===== src/rtl/rs_alu_issue_pkg.sv =====
// Shared types, widths and operand-forwarding helper for the ALU
// reservation station.
package rs_alu_issue_pkg;

  localparam int DATA_LEN        = 32;
  localparam int ADDR_LEN        = 32;
  localparam int RRF_SEL         = 6;
  localparam int SPECTAG_LEN     = 5;
  localparam int SRC_A_SEL_WIDTH = 2;
  localparam int SRC_B_SEL_WIDTH = 2;
  localparam int ALU_OP_WIDTH    = 4;

  localparam int RS_ALU_ENT_NUM  = 8;
  localparam int RS_ALU_ENT_SEL  = 3;

  typedef logic [DATA_LEN-1:0]    data_t;
  typedef logic [ADDR_LEN-1:0]    addr_t;
  typedef logic [RRF_SEL-1:0]     tag_t;
  typedef logic [SPECTAG_LEN-1:0] spectag_t;

  typedef enum logic [ALU_OP_WIDTH-1:0] {
    ALU_ADD  = 4'd0,
    ALU_SLL  = 4'd1,
    ALU_XOR  = 4'd4,
    ALU_SRL  = 4'd5,
    ALU_OR   = 4'd6,
    ALU_AND  = 4'd7,
    ALU_SEQ  = 4'd8,
    ALU_SNE  = 4'd9,
    ALU_SUB  = 4'd10,
    ALU_SRA  = 4'd11,
    ALU_SLT  = 4'd12,
    ALU_SGE  = 4'd13,
    ALU_SLTU = 4'd14,
    ALU_SGEU = 4'd15
  } alu_op_t;

  typedef struct packed {
    logic  vld;
    data_t val;
  } opnd_t;

  typedef struct packed {
    addr_t                      pc;
    data_t                      imm;
    tag_t                       rrftag;
    logic                       dstval;
    logic [SRC_A_SEL_WIDTH-1:0] src_a;
    logic [SRC_B_SEL_WIDTH-1:0] src_b;
    alu_op_t                    alu_op;
    spectag_t                   spectag;
    logic                       specbit;
  } rs_ctl_t;

  typedef struct packed {
    logic    valid;
    opnd_t   op1;
    opnd_t   op2;
    rs_ctl_t ctl;
  } rs_ent_t;

  // wk0 takes priority when both buses carry the waited-for tag
  function automatic opnd_t fwd(
    opnd_t o,
    logic  w0, tag_t t0, data_t d0,
    logic  w1, tag_t t1, data_t d1
  );
    opnd_t r;
    r = o;
    if (!o.vld) begin
      if (w0 && t0 == o.val[RRF_SEL-1:0]) begin
        r.vld = 1'b1;
        r.val = d0;
      end else if (w1 && t1 == o.val[RRF_SEL-1:0]) begin
        r.vld = 1'b1;
        r.val = d1;
      end
    end
    return r;
  endfunction

endpackage


===== src/rtl/rs_alu_issue_if.sv =====
// Dispatch, wakeup, speculation and execute-payload bundle of the
// ALU reservation station.
interface rs_alu_issue_if
  import rs_alu_issue_pkg::*;
#(
  parameter int ENT_SEL = RS_ALU_ENT_SEL
)();

  logic                       dp_we;
  data_t                      dp_src1;
  data_t                      dp_src2;
  logic                       dp_vld1;
  logic                       dp_vld2;
  addr_t                      dp_pc;
  data_t                      dp_imm;
  tag_t                       dp_rrftag;
  logic                       dp_dstval;
  logic [SRC_A_SEL_WIDTH-1:0] dp_src_a;
  logic [SRC_B_SEL_WIDTH-1:0] dp_src_b;
  logic [ALU_OP_WIDTH-1:0]    dp_alu_op;
  spectag_t                   dp_spectag;
  logic                       dp_specbit;

  logic                       wk0_we;
  tag_t                       wk0_tag;
  data_t                      wk0_data;
  logic                       wk1_we;
  tag_t                       wk1_tag;
  data_t                      wk1_data;

  logic                       prmiss;
  logic                       prsuccess;
  spectag_t                   spectagfix;

  logic                       full;
  logic [ENT_SEL:0]           free_cnt;
  logic                       issue;

  data_t                      ex_src1;
  data_t                      ex_src2;
  addr_t                      ex_pc;
  data_t                      ex_imm;
  tag_t                       ex_rrftag;
  logic                       ex_dstval;
  logic [SRC_A_SEL_WIDTH-1:0] ex_src_a;
  logic [SRC_B_SEL_WIDTH-1:0] ex_src_b;
  logic [ALU_OP_WIDTH-1:0]    ex_alu_op;
  spectag_t                   ex_spectag;
  logic                       ex_specbit;

  modport master (
    output dp_we, dp_src1, dp_src2, dp_vld1, dp_vld2,
    output dp_pc, dp_imm, dp_rrftag, dp_dstval,
    output dp_src_a, dp_src_b, dp_alu_op,
    output dp_spectag, dp_specbit,
    output wk0_we, wk0_tag, wk0_data,
    output wk1_we, wk1_tag, wk1_data,
    output prmiss, prsuccess, spectagfix,
    input  full, free_cnt, issue,
    input  ex_src1, ex_src2, ex_pc, ex_imm,
    input  ex_rrftag, ex_dstval, ex_src_a, ex_src_b,
    input  ex_alu_op, ex_spectag, ex_specbit
  );

  modport slave (
    input  dp_we, dp_src1, dp_src2, dp_vld1, dp_vld2,
    input  dp_pc, dp_imm, dp_rrftag, dp_dstval,
    input  dp_src_a, dp_src_b, dp_alu_op,
    input  dp_spectag, dp_specbit,
    input  wk0_we, wk0_tag, wk0_data,
    input  wk1_we, wk1_tag, wk1_data,
    input  prmiss, prsuccess, spectagfix,
    output full, free_cnt, issue,
    output ex_src1, ex_src2, ex_pc, ex_imm,
    output ex_rrftag, ex_dstval, ex_src_a, ex_src_b,
    output ex_alu_op, ex_spectag, ex_specbit
  );

endinterface


===== src/rtl/rs_alu_issue_select.sv =====
// One-hot grant over a request vector: lowest index, or the oldest
// request when AGE_EN and age[i*N+j] means entry i is older than j.
module rs_alu_select #(
  parameter int N      = 8,
  parameter int SEL    = 3,
  parameter bit AGE_EN = 1'b0
)(
  input  logic [N-1:0]   req,
  input  logic [N*N-1:0] age,
  output logic [N-1:0]   grant,
  output logic [SEL-1:0] idx,
  output logic           any
);

  if (AGE_EN) begin : g_age
    logic [N-1:0] blocked;

    always_comb begin
      blocked = '0;
      for (int j = 0; j < N; j++) begin
        for (int i = 0; i < N; i++) begin
          if (req[i] && age[i*N+j]) blocked[j] = 1'b1;
        end
      end
    end

    assign grant = req & ~blocked;
  end else begin : g_pri
    logic unused_age;

    assign unused_age = ^age;

    always_comb begin
      grant = '0;
      for (int j = N - 1; j >= 0; j--) begin
        if (req[j]) grant = N'(1) << j;
      end
    end
  end

  always_comb begin
    idx = '0;
    for (int j = 0; j < N; j++) begin
      if (grant[j]) idx = idx | SEL'(j);
    end
  end

  assign any = |req;

endmodule


===== src/rtl/rs_alu_issue.sv =====
// ALU reservation station: wakeup, select, speculative purge.
// RS_ALU_OLDEST_FIRST_EN selects oldest-ready instead of lowest index.
module rs_alu_issue
  import rs_alu_issue_pkg::*;
#(
  parameter int ENT_NUM = RS_ALU_ENT_NUM,
  parameter int ENT_SEL = RS_ALU_ENT_SEL
)(
  input logic           clk,
  input logic           reset,
  rs_alu_issue_if.slave io
);

  localparam int CNT_W = ENT_SEL + 1;

  rs_ent_t              ent     [ENT_NUM];
  rs_ent_t              ent_nxt [ENT_NUM];
  rs_ent_t              dp_ent;

  logic [ENT_NUM-1:0]   valid;
  logic [ENT_NUM-1:0]   ready;
  logic [ENT_NUM-1:0]   kill;
  logic [ENT_NUM-1:0]   sel_grant;
  logic [ENT_NUM-1:0]   free_grant;
  logic [ENT_SEL-1:0]   sel_idx;
  logic [ENT_SEL-1:0]   unused_free_idx;
  logic                 sel_any;
  logic                 free_any;
  logic                 kill_sel;
  logic                 issue;
  logic                 disp;

  logic [CNT_W-1:0]     free_q;
  logic [CNT_W-1:0]     free_nxt;

  data_t                ex_src1;
  data_t                ex_src2;
  rs_ctl_t              ex_ctl;

  logic [ENT_NUM*ENT_NUM-1:0] age_flat;

  always_comb begin
    valid = '0;
    ready = '0;
    kill  = '0;
    for (int i = 0; i < ENT_NUM; i++) begin
      valid[i] = ent[i].valid;
      ready[i] = ent[i].valid
               & ent[i].op1.vld
               & ent[i].op2.vld;
      kill[i]  = io.prmiss
               & ent[i].valid
               & ent[i].ctl.specbit
               & (|(ent[i].ctl.spectag & io.spectagfix));
    end
  end

  assign disp = io.dp_we & free_any;

`ifdef RS_ALU_OLDEST_FIRST_EN
  localparam bit AGE_EN = 1'b1;

  logic [ENT_NUM-1:0][ENT_NUM-1:0] age;
  logic [ENT_NUM-1:0][ENT_NUM-1:0] age_nxt;

  // new entry: older than nobody, every other entry older than it
  always_comb begin
    age_nxt = age;
    if (disp) begin
      for (int r = 0; r < ENT_NUM; r++) begin
        for (int c = 0; c < ENT_NUM; c++) begin
          if (free_grant[r])      age_nxt[r][c] = 1'b0;
          else if (free_grant[c]) age_nxt[r][c] = 1'b1;
        end
      end
    end
  end

  always_ff @(posedge clk) begin
    if (reset) age <= '0;
    else       age <= age_nxt;
  end

  assign age_flat = age;
`else
  localparam bit AGE_EN = 1'b0;

  assign age_flat = '0;
`endif

  rs_alu_select #(
    .N      (ENT_NUM),
    .SEL    (ENT_SEL),
    .AGE_EN (AGE_EN)
  ) u_sel (
    .req   (ready),
    .age   (age_flat),
    .grant (sel_grant),
    .idx   (sel_idx),
    .any   (sel_any)
  );

  rs_alu_select #(
    .N      (ENT_NUM),
    .SEL    (ENT_SEL),
    .AGE_EN (1'b0)
  ) u_free (
    .req   (~valid),
    .age   ('0),
    .grant (free_grant),
    .idx   (unused_free_idx),
    .any   (free_any)
  );

  assign kill_sel = |(sel_grant & kill);
  assign issue    = sel_any & ~kill_sel;

  // operands captured from a same-cycle wakeup go in already valid
  always_comb begin
    opnd_t o1;
    opnd_t o2;
    o1.vld = io.dp_vld1;
    o1.val = io.dp_src1;
    o2.vld = io.dp_vld2;
    o2.val = io.dp_src2;
    dp_ent.valid       = 1'b1;
    dp_ent.op1         = fwd(o1,
      io.wk0_we, io.wk0_tag, io.wk0_data,
      io.wk1_we, io.wk1_tag, io.wk1_data);
    dp_ent.op2         = fwd(o2,
      io.wk0_we, io.wk0_tag, io.wk0_data,
      io.wk1_we, io.wk1_tag, io.wk1_data);
    dp_ent.ctl.pc      = io.dp_pc;
    dp_ent.ctl.imm     = io.dp_imm;
    dp_ent.ctl.rrftag  = io.dp_rrftag;
    dp_ent.ctl.dstval  = io.dp_dstval;
    dp_ent.ctl.src_a   = io.dp_src_a;
    dp_ent.ctl.src_b   = io.dp_src_b;
    dp_ent.ctl.alu_op  = alu_op_t'(io.dp_alu_op);
    dp_ent.ctl.spectag = io.dp_spectag;
    dp_ent.ctl.specbit = io.dp_specbit;
  end

  always_comb begin
    for (int i = 0; i < ENT_NUM; i++) begin
      ent_nxt[i] = ent[i];
      if (ent[i].valid) begin
        ent_nxt[i].op1 = fwd(ent[i].op1,
          io.wk0_we, io.wk0_tag, io.wk0_data,
          io.wk1_we, io.wk1_tag, io.wk1_data);
        ent_nxt[i].op2 = fwd(ent[i].op2,
          io.wk0_we, io.wk0_tag, io.wk0_data,
          io.wk1_we, io.wk1_tag, io.wk1_data);
      end
      if (io.prsuccess &&
          |(ent[i].ctl.spectag & io.spectagfix))
        ent_nxt[i].ctl.specbit = 1'b0;
      if (kill[i] || (issue && sel_grant[i]))
        ent_nxt[i].valid = 1'b0;
      if (disp && free_grant[i])
        ent_nxt[i] = dp_ent;
    end
  end

  always_comb begin
    free_nxt = CNT_W'(ENT_NUM);
    for (int i = 0; i < ENT_NUM; i++) begin
      if (ent_nxt[i].valid) free_nxt = free_nxt - CNT_W'(1);
    end
  end

  always_ff @(posedge clk) begin
    if (reset) begin
      for (int i = 0; i < ENT_NUM; i++) ent[i] <= '0;
      free_q  <= CNT_W'(ENT_NUM);
      ex_src1 <= '0;
      ex_src2 <= '0;
      ex_ctl  <= '0;
    end else begin
      for (int i = 0; i < ENT_NUM; i++) ent[i] <= ent_nxt[i];
      free_q <= free_nxt;
      if (issue) begin
        ex_src1 <= ent[sel_idx].op1.val;
        ex_src2 <= ent[sel_idx].op2.val;
        ex_ctl  <= ent[sel_idx].ctl;
      end
    end
  end

  assign io.full       = (free_q == '0);
  assign io.free_cnt   = free_q;
  assign io.issue      = issue;
  assign io.ex_src1    = ex_src1;
  assign io.ex_src2    = ex_src2;
  assign io.ex_pc      = ex_ctl.pc;
  assign io.ex_imm     = ex_ctl.imm;
  assign io.ex_rrftag  = ex_ctl.rrftag;
  assign io.ex_dstval  = ex_ctl.dstval;
  assign io.ex_src_a   = ex_ctl.src_a;
  assign io.ex_src_b   = ex_ctl.src_b;
  assign io.ex_alu_op  = ex_ctl.alu_op;
  assign io.ex_spectag = ex_ctl.spectag;
  assign io.ex_specbit = ex_ctl.specbit;

endmodule


===== src/flat_wrapper.sv =====
// flat-port wrapper written by rule: the top's interface ports become plain ports
module rs_alu_issue_flat import rs_alu_issue_pkg::*;
#(
  parameter int ENT_NUM = RS_ALU_ENT_NUM,
  parameter int ENT_SEL = RS_ALU_ENT_SEL
)
  (clk, reset, io_dp_we, io_dp_src1, io_dp_src2, io_dp_vld1, io_dp_vld2, io_dp_pc, io_dp_imm, io_dp_rrftag, io_dp_dstval, io_dp_src_a, io_dp_src_b, io_dp_alu_op, io_dp_spectag, io_dp_specbit, io_wk0_we, io_wk0_tag, io_wk0_data, io_wk1_we, io_wk1_tag, io_wk1_data, io_prmiss, io_prsuccess, io_spectagfix, io_full, io_free_cnt, io_issue, io_ex_src1, io_ex_src2, io_ex_pc, io_ex_imm, io_ex_rrftag, io_ex_dstval, io_ex_src_a, io_ex_src_b, io_ex_alu_op, io_ex_spectag, io_ex_specbit);
  rs_alu_issue_if #(.ENT_SEL(ENT_SEL)) io_i ();
  input logic clk;
  input logic reset;
  input wire logic [$bits(io_i.dp_we)-1:0] io_dp_we;
  input wire logic [$bits(io_i.dp_src1)-1:0] io_dp_src1;
  input wire logic [$bits(io_i.dp_src2)-1:0] io_dp_src2;
  input wire logic [$bits(io_i.dp_vld1)-1:0] io_dp_vld1;
  input wire logic [$bits(io_i.dp_vld2)-1:0] io_dp_vld2;
  input wire logic [$bits(io_i.dp_pc)-1:0] io_dp_pc;
  input wire logic [$bits(io_i.dp_imm)-1:0] io_dp_imm;
  input wire logic [$bits(io_i.dp_rrftag)-1:0] io_dp_rrftag;
  input wire logic [$bits(io_i.dp_dstval)-1:0] io_dp_dstval;
  input wire logic [$bits(io_i.dp_src_a)-1:0] io_dp_src_a;
  input wire logic [$bits(io_i.dp_src_b)-1:0] io_dp_src_b;
  input wire logic [$bits(io_i.dp_alu_op)-1:0] io_dp_alu_op;
  input wire logic [$bits(io_i.dp_spectag)-1:0] io_dp_spectag;
  input wire logic [$bits(io_i.dp_specbit)-1:0] io_dp_specbit;
  input wire logic [$bits(io_i.wk0_we)-1:0] io_wk0_we;
  input wire logic [$bits(io_i.wk0_tag)-1:0] io_wk0_tag;
  input wire logic [$bits(io_i.wk0_data)-1:0] io_wk0_data;
  input wire logic [$bits(io_i.wk1_we)-1:0] io_wk1_we;
  input wire logic [$bits(io_i.wk1_tag)-1:0] io_wk1_tag;
  input wire logic [$bits(io_i.wk1_data)-1:0] io_wk1_data;
  input wire logic [$bits(io_i.prmiss)-1:0] io_prmiss;
  input wire logic [$bits(io_i.prsuccess)-1:0] io_prsuccess;
  input wire logic [$bits(io_i.spectagfix)-1:0] io_spectagfix;
  output wire logic [$bits(io_i.full)-1:0] io_full;
  output wire logic [$bits(io_i.free_cnt)-1:0] io_free_cnt;
  output wire logic [$bits(io_i.issue)-1:0] io_issue;
  output wire logic [$bits(io_i.ex_src1)-1:0] io_ex_src1;
  output wire logic [$bits(io_i.ex_src2)-1:0] io_ex_src2;
  output wire logic [$bits(io_i.ex_pc)-1:0] io_ex_pc;
  output wire logic [$bits(io_i.ex_imm)-1:0] io_ex_imm;
  output wire logic [$bits(io_i.ex_rrftag)-1:0] io_ex_rrftag;
  output wire logic [$bits(io_i.ex_dstval)-1:0] io_ex_dstval;
  output wire logic [$bits(io_i.ex_src_a)-1:0] io_ex_src_a;
  output wire logic [$bits(io_i.ex_src_b)-1:0] io_ex_src_b;
  output wire logic [$bits(io_i.ex_alu_op)-1:0] io_ex_alu_op;
  output wire logic [$bits(io_i.ex_spectag)-1:0] io_ex_spectag;
  output wire logic [$bits(io_i.ex_specbit)-1:0] io_ex_specbit;
  assign io_i.dp_we = io_dp_we;
  assign io_i.dp_src1 = io_dp_src1;
  assign io_i.dp_src2 = io_dp_src2;
  assign io_i.dp_vld1 = io_dp_vld1;
  assign io_i.dp_vld2 = io_dp_vld2;
  assign io_i.dp_pc = io_dp_pc;
  assign io_i.dp_imm = io_dp_imm;
  assign io_i.dp_rrftag = io_dp_rrftag;
  assign io_i.dp_dstval = io_dp_dstval;
  assign io_i.dp_src_a = io_dp_src_a;
  assign io_i.dp_src_b = io_dp_src_b;
  assign io_i.dp_alu_op = io_dp_alu_op;
  assign io_i.dp_spectag = io_dp_spectag;
  assign io_i.dp_specbit = io_dp_specbit;
  assign io_i.wk0_we = io_wk0_we;
  assign io_i.wk0_tag = io_wk0_tag;
  assign io_i.wk0_data = io_wk0_data;
  assign io_i.wk1_we = io_wk1_we;
  assign io_i.wk1_tag = io_wk1_tag;
  assign io_i.wk1_data = io_wk1_data;
  assign io_i.prmiss = io_prmiss;
  assign io_i.prsuccess = io_prsuccess;
  assign io_i.spectagfix = io_spectagfix;
  assign io_full = io_i.full;
  assign io_free_cnt = io_i.free_cnt;
  assign io_issue = io_i.issue;
  assign io_ex_src1 = io_i.ex_src1;
  assign io_ex_src2 = io_i.ex_src2;
  assign io_ex_pc = io_i.ex_pc;
  assign io_ex_imm = io_i.ex_imm;
  assign io_ex_rrftag = io_i.ex_rrftag;
  assign io_ex_dstval = io_i.ex_dstval;
  assign io_ex_src_a = io_i.ex_src_a;
  assign io_ex_src_b = io_i.ex_src_b;
  assign io_ex_alu_op = io_i.ex_alu_op;
  assign io_ex_spectag = io_i.ex_spectag;
  assign io_ex_specbit = io_i.ex_specbit;
  rs_alu_issue #(.ENT_NUM(ENT_NUM), .ENT_SEL(ENT_SEL)) u_core (.clk(clk), .reset(reset), .io(io_i));
endmodule

===== config.mk =====
export PLATFORM = sky130hd
export DESIGN_NAME = rs_alu_issue_flat
export DESIGN_NICKNAME = d
export VERILOG_FILES = /design/src/rtl/rs_alu_issue_pkg.sv /design/src/rtl/rs_alu_issue_if.sv /design/src/rtl/rs_alu_issue_select.sv /design/src/rtl/rs_alu_issue.sv /design/src/flat_wrapper.sv
export SDC_FILE = /design/constraint.sdc
export NUM_CORES = 2
export LEC_CHECK = 0
export ABC_AREA = 1
export BUFFER_PORTS_ARGS = -buffer_cell sky130_fd_sc_hd__clkbuf_2
export CELL_PAD_IN_SITES_DETAIL_PLACEMENT = 1
export CELL_PAD_IN_SITES_GLOBAL_PLACEMENT = 2
export CORE_MARGIN = 10
export CORE_UTILIZATION = 35
export CTS_CLUSTER_SIZE = 14
export DETAILED_ROUTE_END_ITERATION = 8
export PLACE_DENSITY = 0.85
export SLEW_MARGIN = 20
export SYNTH_ARGS = -nofsm -noshare
export SYNTH_HDL_FRONTEND = slang
export SYNTH_SLANG_ARGS = --single-unit

===== constraint.sdc =====
create_clock -name clk -period 5.9 [get_ports clk]
set_clock_uncertainty 0.2 [all_clocks]
set_input_delay 0.59 -clock clk [delete_from_list [all_inputs] [get_ports clk]]
set_output_delay 0.59 -clock clk [all_outputs]
set_load 0.005 [all_outputs]

Word-level counts from Yosys, hierarchy flattened
Memories as Yosys holds them, arrays and structs flattened. A register that Yosys moved wholly into a read port is not among the register bits.
Cells that the tools add are included.
{ "classes": {"n_mux": 128, "eq_ne": 36, "bitwise_logic": 61, "reduce_logical": 80, "n_addsub": 7} }
{ "op_table": {"columns": ["op", "count"], "rows": [
  ["two-way mux 152 bit", 16],
  ["two-way mux 33 bit", 54],
  ["two-way mux 66 bit", 8],
  ["equality test 6 bit", 36],
  ["two-way mux 8 bit", 16],
  ["logical AND 1 bit", 60],
  ["AND 1 bit", 42],
  ["AND 5 bit", 8],
  ["OR reduction 5 bit", 8],
  ["two-way mux 4 bit", 8],
  ["subtractor 4 x 1 -> 4 bit, second input constant", 7],
  ["OR reduction 8 bit", 3],
  ["two-way mux 1 bit", 20],
  ["two-way mux 3 bit", 4],
  ["AND 8 bit", 1],
  ["logical OR 1 bit", 8],
  ["inverter 8 bit", 1],
  ["OR 1 bit", 8],
  ["logical NOT 4 bit", 1],
  ["two-way mux 2 bit", 2],
  ["inverter 1 bit", 1]
]} }
{ "totals": {"input_bits": 239, "mem_bits_rw": 1216, "elab_cells": 314, "memories": 1, "reg_bits": 4, "out_inout_bits": 155} }
{ "mem_list": {"columns": ["name", "depth", "word_bits", "read_ports", "rd_ports_with_merged_regs", "wr", "line", "source"], "rows": [
  ["u_core.ent", 8, 152, 9, 1, 8, "rs_alu_issue.sv:16", "rs_ent_t ent [ENT_NUM];"]
]} }

Depth between registers and ports, before layout
An unclocked memory read counts as a cell.
{ "depth": {"word_depth": 34, "ltp_mapped": 35, "mapped_depth_nobuf": 34} }

Modules after synthesis
Synthesis repeated with hierarchy kept, for this count alone.
{ "unflattened": {"hier_cells": 10597, "area_unflattened_um2": 72567.1} }
{ "by_module_without_submodules": {"columns": ["module", "area_each_um2", "cells_per_inst", "instances", "seq_area_each_um2"], "rows": [
  ["rs_alu_issue", 72224.3, 10529, 1, 27406.3],
  ["rs_alu_select", 171.4, 34, 2, 0.0]
]} }

Worst setup path after synthesis
OpenSTA, ideal clock, no wires.
{ "synth_path": {"path_kind": "in2reg", "from": "input port io_spectagfix[2]", "to": "register u_core.free_q[2] (netlist: u_core.io.free_cnt[2])", "setup_time_ps": 78, "arrival_ps": 4304, "cell_stages": 32, "slack_ps": 1318, "n_path_buf": 1, "required_time_ps": 5622, "path_cell_list": "clkbuf_1 nand2_1 nand3_1 nor2_1 nor2_1 nand2_1 nand2_1 nor2_2 nand3_1 nand2_1 nand2_1 inv_1 ha_1 inv_1 nand3_1 nand2_1 ha_1 nand2_1 nand2_1 ha_1 nand2_1 nand2_1 ha_1 nand2_1 nand2_2 ha_1 nand2_1 nand2_1 ha_1 inv_1 o21a_1 nor3_1"} }
{ "synth_via": {"elab_chain_cells": 26, "elab_cells_between_ends": 75, "classes_between": "7 x add/sub; 24 x mux; 19 x bitwise; 25 x reduce/logical"} }
{ "synth_lines": {"columns": ["item", "line", "source"], "rows": [
  ["from (decl)", "flat_wrapper.sv:33", "input wire logic [$bits(io_i.spectagfix)-1:0] io_spectagfix;"],
  ["AND 5 bit", "rs_alu_issue.sv:54", "& (|(ent[i].ctl.spectag & io.spectagfix));"],
  ["OR reduction 5 bit", "rs_alu_issue.sv:54", null],
  ["AND 1 bit", "rs_alu_issue.sv:54", null],
  ["AND 8 bit", "rs_alu_issue.sv:115", "assign kill_sel = |(sel_grant & kill);"],
  ["OR reduction 8 bit", "rs_alu_issue.sv:115", null],
  ["inverter 1 bit", "rs_alu_issue.sv:116", "assign issue = sel_any & ~kill_sel;"],
  ["AND 1 bit", "rs_alu_issue.sv:116", null],
  ["logical AND 1 bit", "rs_alu_issue.sv:158", "if (kill[i] || (issue && sel_grant[i]))"],
  ["(+10 left out)", null, null],
  ["subtractor 4 x 1 -> 4 bit", "rs_alu_issue.sv:168", "if (ent_nxt[i].valid) free_nxt = free_nxt - CNT_W'(1);"],
  ["two-way mux 4 bit", "rs_alu_issue.sv:168", null],
  ["subtractor 4 x 1 -> 4 bit", "rs_alu_issue.sv:168", null],
  ["two-way mux 4 bit", "rs_alu_issue.sv:168", null],
  ["subtractor 4 x 1 -> 4 bit", "rs_alu_issue.sv:168", null],
  ["two-way mux 4 bit", "rs_alu_issue.sv:168", null],
  ["subtractor 4 x 1 -> 4 bit", "rs_alu_issue.sv:168", null],
  ["two-way mux 4 bit (*)", "rs_alu_issue.sv:168", null],
  ["to (signal assigned)", "rs_alu_issue.sv:175", "free_q <= CNT_W'(ENT_NUM);"],
  ["to (signal assigned)", "rs_alu_issue.sv:181", "free_q <= free_nxt;"],
  ["to (decl)", "rs_alu_issue.sv:33", "logic [CNT_W-1:0] free_q;"]
]} }
Every way passes the cells marked *; elsewhere a longest branch is shown, timed or not.
A chain may end at the register's enable or synchronous reset.

==> summary.txt <==
TIMING
---------------------------------------------------------------------------------
Fin. max-slew vios .................................................            0
Final critical path time including I/O delays and setup ............      5350 ps
Worst slew margin relative to its limit ............................        19.2%
FMAX ...............................................................    0.187 GHz
Final hold vios ....................................................            0
Setup_tns ..........................................................         0 ps
Setup Viol. Count Final ............................................            0
Worst hold slack ...................................................      54.4 ps
Setup repair after global routing missed its margin ................        false
Transition time of the tightest slew-check pin .....................      1210 ps
Period Utilization, post-route .....................................        90.6%

CLOCKING
---------------------------------------------------------------------------------
Worst-skew pair later-pin latency ..................................       820 ps
Clock slew seen by the registers of the worst setup and hold paths .        60 ps
TritonCTS clock tree ...............................................        built
Cell chosen for the clock root ..................................... sky130_fd_sc_hd__clkbuf_16
Number of levels in the clock H-tree ...............................            4
Clock sink count ...................................................         1369
Number of buffers on the longest clock path ........................            3
Num CTS Buffers ....................................................          164
Number of gates resized after cts ..................................            0

WORST SETUP PATH
---------------------------------------------------------------------------------
Critical path class ................................................   reg -> reg
Critical path peak fanout ..........................................            7
Delay of the slowest cell on the worst path ........................       570 ps
Number of buffer and inverter instances along the worst setup path .            4
Kind of cell adding the most delay to the critical path ............ simple AND/OR/NAND/NOR gates
Data arrival time at the worst-slack endpoint ......................      5860 ps
Most frequent cell on the critical path ............................ sky130_fd_sc_hd__nand2_1
FF-to-FF setup slack ...............................................       550 ps
Launching element type of the critical path ........................         flop
Data required time of the critical path ............................      6420 ps
Worst setup EP type ................................................         flop
Critical Path Slowest Stage Cell ................................... sky130_fd_sc_hd__dfxtp_1

PLACE
---------------------------------------------------------------------------------
Placed wire-length estimate after detailed placement ............... 226000 microns
Buffers on Ports ...................................................          393
GPL Wtd Cong .......................................................        0.972

DETAILED ROUTING
---------------------------------------------------------------------------------
Top layer used by detailed routing .................................         met5
ANT nets after route ...............................................            0
Via-per-instance ratio .............................................         6.18
Starting DRT DRC Count .............................................         8592
Drt total wl ....................................................... 362000 microns
First-pass iteration count of the detailed router ..................            6
Number of design rule violations left after detail routing .........            0
Routed vias ........................................................        81500
WL met1 ............................................................ 150000 microns
Routed length on met3 .............................................. 34700 microns
Total met2 wirelength after detailed routing ....................... 154000 microns
Wirelength per Cell ................................................ 27.5 microns

SYNTHESIS
---------------------------------------------------------------------------------
Sequential element share of the synthesized area ...................        38.3%
Warning count from the yosys run ...................................            0
Synth Net Count ....................................................        10800
Cells after synthesis ..............................................        10500
Library cells used by synthesis ....................................           62
Flip-flop and latch count after synthesis ..........................         1369
Synthesized area ................................................... 0.0715 sq mm
Mean instance size in the synthesized netlist ......................   6.80 sq um
Number of enable-type register cells in the synthesized netlist ....            0
Flip-flop cell with the highest count after synthesis .............. sky130_fd_sc_hd__dfxtp_1
Asr flop ratio synth ...............................................           0%

FLOORPLAN
---------------------------------------------------------------------------------
Die height .........................................................  472 microns
Total I/O pin count ................................................          394
# rows .............................................................          165
Die area ...........................................................  0.223 sq mm
Effective utilization at floorplan .................................        35.3%
X dimension of the die .............................................  472 microns
Total core area ....................................................  0.203 sq mm

GLOBAL ROUTE
---------------------------------------------------------------------------------
Pin count of the biggest net entering global routing ...............          189
Gr ovfl total ......................................................            0
Via count of the first global-routing pass .........................        80300
Initial antenna violation count ....................................           41
Overall track demand over capacity in global routing ...............        30.8%
Global-route wire length before repair ............................. 531000 microns

POWER
---------------------------------------------------------------------------------
Power density normalized to cell area ..............................  268 mW/mm^2
Worst-case vdd ir drop .............................................     0.306 mV
Static power due to leakage ........................................      30.4 nW

LAYOUT
---------------------------------------------------------------------------------
Synthesis-to-finish area growth ....................................        14.0%
Post-layout net count ..............................................        10600
Fillcell total .....................................................        25600
Layout cells sized above 1 .........................................        9.44%

STATUS
---------------------------------------------------------------------------------
Status ............................................................. complete, no violations

JOB
---------------------------------------------------------------------------------
Max_cap viols ......................................................            0

HOLD PATH
---------------------------------------------------------------------------------
Path class of the lowest-slack min-delay path ......................    in -> reg

sequential cells by signal, indices dropped and copies added, names as in the netlist:
register              flops
u_core.io.free_cnt        4
u_core.io.ex_spectag      5
u_core.io.ex_pc          32
u_core.ent             1216
u_core.io.ex_src1        32
u_core.io.ex_alu_op       4
u_core.io.ex_src_a        2
u_core.io.ex_specbit      1
u_core.io.ex_src_b        2
u_core.io.ex_dstval       1
u_core.io.ex_rrftag       6
u_core.io.ex_imm         32
u_core.io.ex_src2        32
routing by layer:
metal / vias up / track usage (%)
li1: 36100 / -
met1: 40200 / 39.4
met2: 4047 / 46.5
met3: 1093 / 7.89
met4: 20 / 18.4
met5: - / 0
final cells by class:
| class | count | area [sq um] | share of cell area [%] |
|---|---|---|---|
| repair buffers | 702 | 5010 | 6.15 |
| clock inverters | 32 | 325 | 0.399 |
| flip-flops and latches | 1369 | 27400 | 33.6 |
| inverters | 1071 | 4050 | 4.97 |
| multi-input cells | 7061 | 36300 | 44.6 |
| diodes | 26 | 65.1 | 0.0798 |
| well taps | 2672 | 3340 | 4.10 |
| clock buffers | 253 | 4940 | 6.07 |
power breakdown:
group / internal, mW / switching, mW / leakage [nW]
combinational: 0.537 / 1.57 / 16.7
clock: 5.87 / 4.33 / 2.59
sequential: 9.43 / 0.101 / 11.1
total: 15.8 / 6.00 / 30.4
logic make-up after synthesis:
group	Yosys count	synth area share (%)
and+or+nand+nor	2121	11.8
adders and majority gates	6	0.105
AOI/OAI and AO/OA	4890	38.0
xor gates and xnor gates	33	0.404
DFF	1369	38.3
muxes	11	0.173
buffers and inverters	2080	11.1
metrics by stage:
stage               util (%)  total power [mW]  instances  worst slack (ps)  cell area, sq um
CTS                     40.2              21.9      13200               547             81400
finish                  40.2              21.8      13200               555             81500
global placement        37.1              11.6      12800               557             75200
floorplan                  -              10.8      10500              1320             71500
global route            40.2              22.5      13200              80.7             81500
detailed placement      37.1              11.7      12800               475             75200
cell usage after synthesis, types with 11 or more instances:
cell type / instances / area [sq um]
sky130_fd_sc_hd__inv_1: 993 / 3730
sky130_fd_sc_hd__o31ai_1: 13 / 97.6
sky130_fd_sc_hd__a22oi_1: 12 / 90.1
sky130_fd_sc_hd__clkbuf_1: 836 / 3140
sky130_fd_sc_hd__o21ai_0: 2069 / 10400
sky130_fd_sc_hd__a2111oi_0: 31 / 272
sky130_fd_sc_hd__nand4_1: 11 / 68.8
sky130_fd_sc_hd__buf_1: 70 / 263
sky130_fd_sc_hd__nor3_1: 42 / 210
sky130_fd_sc_hd__xnor2_1: 11 / 96.3
sky130_fd_sc_hd__nand2_2: 11 / 68.8
sky130_fd_sc_hd__o221ai_1: 74 / 648
sky130_fd_sc_hd__nor2_2: 18 / 113
sky130_fd_sc_hd__inv_2: 39 / 146
sky130_fd_sc_hd__o211ai_1: 198 / 1490
sky130_fd_sc_hd__nand2_1: 1654 / 6210
sky130_fd_sc_hd__mux2_2: 11 / 124
sky130_fd_sc_hd__nand3_1: 145 / 726
sky130_fd_sc_hd__a21oi_1: 1636 / 8190
sky130_fd_sc_hd__a221oi_1: 117 / 1020
sky130_fd_sc_hd__a211oi_1: 35 / 263
sky130_fd_sc_hd__dfxtp_1: 1369 / 27400
sky130_fd_sc_hd__clkinv_1: 38 / 143
sky130_fd_sc_hd__o21ai_1: 75 / 375
sky130_fd_sc_hd__o21a_1: 20 / 150
sky130_fd_sc_hd__xor2_1: 22 / 193
sky130_fd_sc_hd__a31oi_1: 273 / 1710
sky130_fd_sc_hd__o2111ai_1: 119 / 1040
sky130_fd_sc_hd__o22ai_1: 198 / 1240
sky130_fd_sc_hd__nor2_1: 204 / 766
sky130_fd_sc_hd__buf_2: 93 / 465
worst min-delay path: cells and delay by family:
| family | cells | cell delay [ps] |
|---|---|---|
| compound gates | 1 | 60 |
| buf+inv | 1 | 180 |
| simple gates | 2 | 200 |
cell usage in the layout (no fill, tap or decap), types with 38 or more instances in the layout:
cell type	count
sky130_fd_sc_hd__o21ai_0	2068
sky130_fd_sc_hd__nand2_1	1652
sky130_fd_sc_hd__a21oi_1	1636
sky130_fd_sc_hd__dfxtp_1	1369
sky130_fd_sc_hd__inv_1	990
sky130_fd_sc_hd__clkbuf_2	392
sky130_fd_sc_hd__a31oi_1	271
sky130_fd_sc_hd__o22ai_1	198
sky130_fd_sc_hd__o211ai_1	198
sky130_fd_sc_hd__nor2_1	191
sky130_fd_sc_hd__buf_4	175
sky130_fd_sc_hd__clkbuf_16	169
sky130_fd_sc_hd__nand3_1	140
sky130_fd_sc_hd__o2111ai_1	118
sky130_fd_sc_hd__a221oi_1	117
sky130_fd_sc_hd__dlygate4sd3_1	96
sky130_fd_sc_hd__o21ai_1	74
sky130_fd_sc_hd__o221ai_1	74
sky130_fd_sc_hd__clkbuf_1	44
sky130_fd_sc_hd__nor3_1	40
sky130_fd_sc_hd__clkbuf_8	40
sky130_fd_sc_hd__inv_2	38
sky130_fd_sc_hd__buf_12	38
worst paths after layout:
| kind | startpoint | end | cells past startpoint |
|---|---|---|---|
| max | u_core.ent[7][151] | u_core.io.free_cnt[2] | 28 |
| max reg2reg | u_core.ent[7][151] | u_core.io.free_cnt[2] | 28 |
| min reg2reg | u_core.ent[2][6] | u_core.ent[2][6] | 2 |
| min | io_prsuccess | u_core.ent[0][0] | 4 |
repair_timing:
item | CTS | global route
hold endpoints to repair | 699 | 0
buffers inserted | 0 | 0
hold buffers | 96 | 0
No activity file was read; power rests on OpenSTA's default activity.
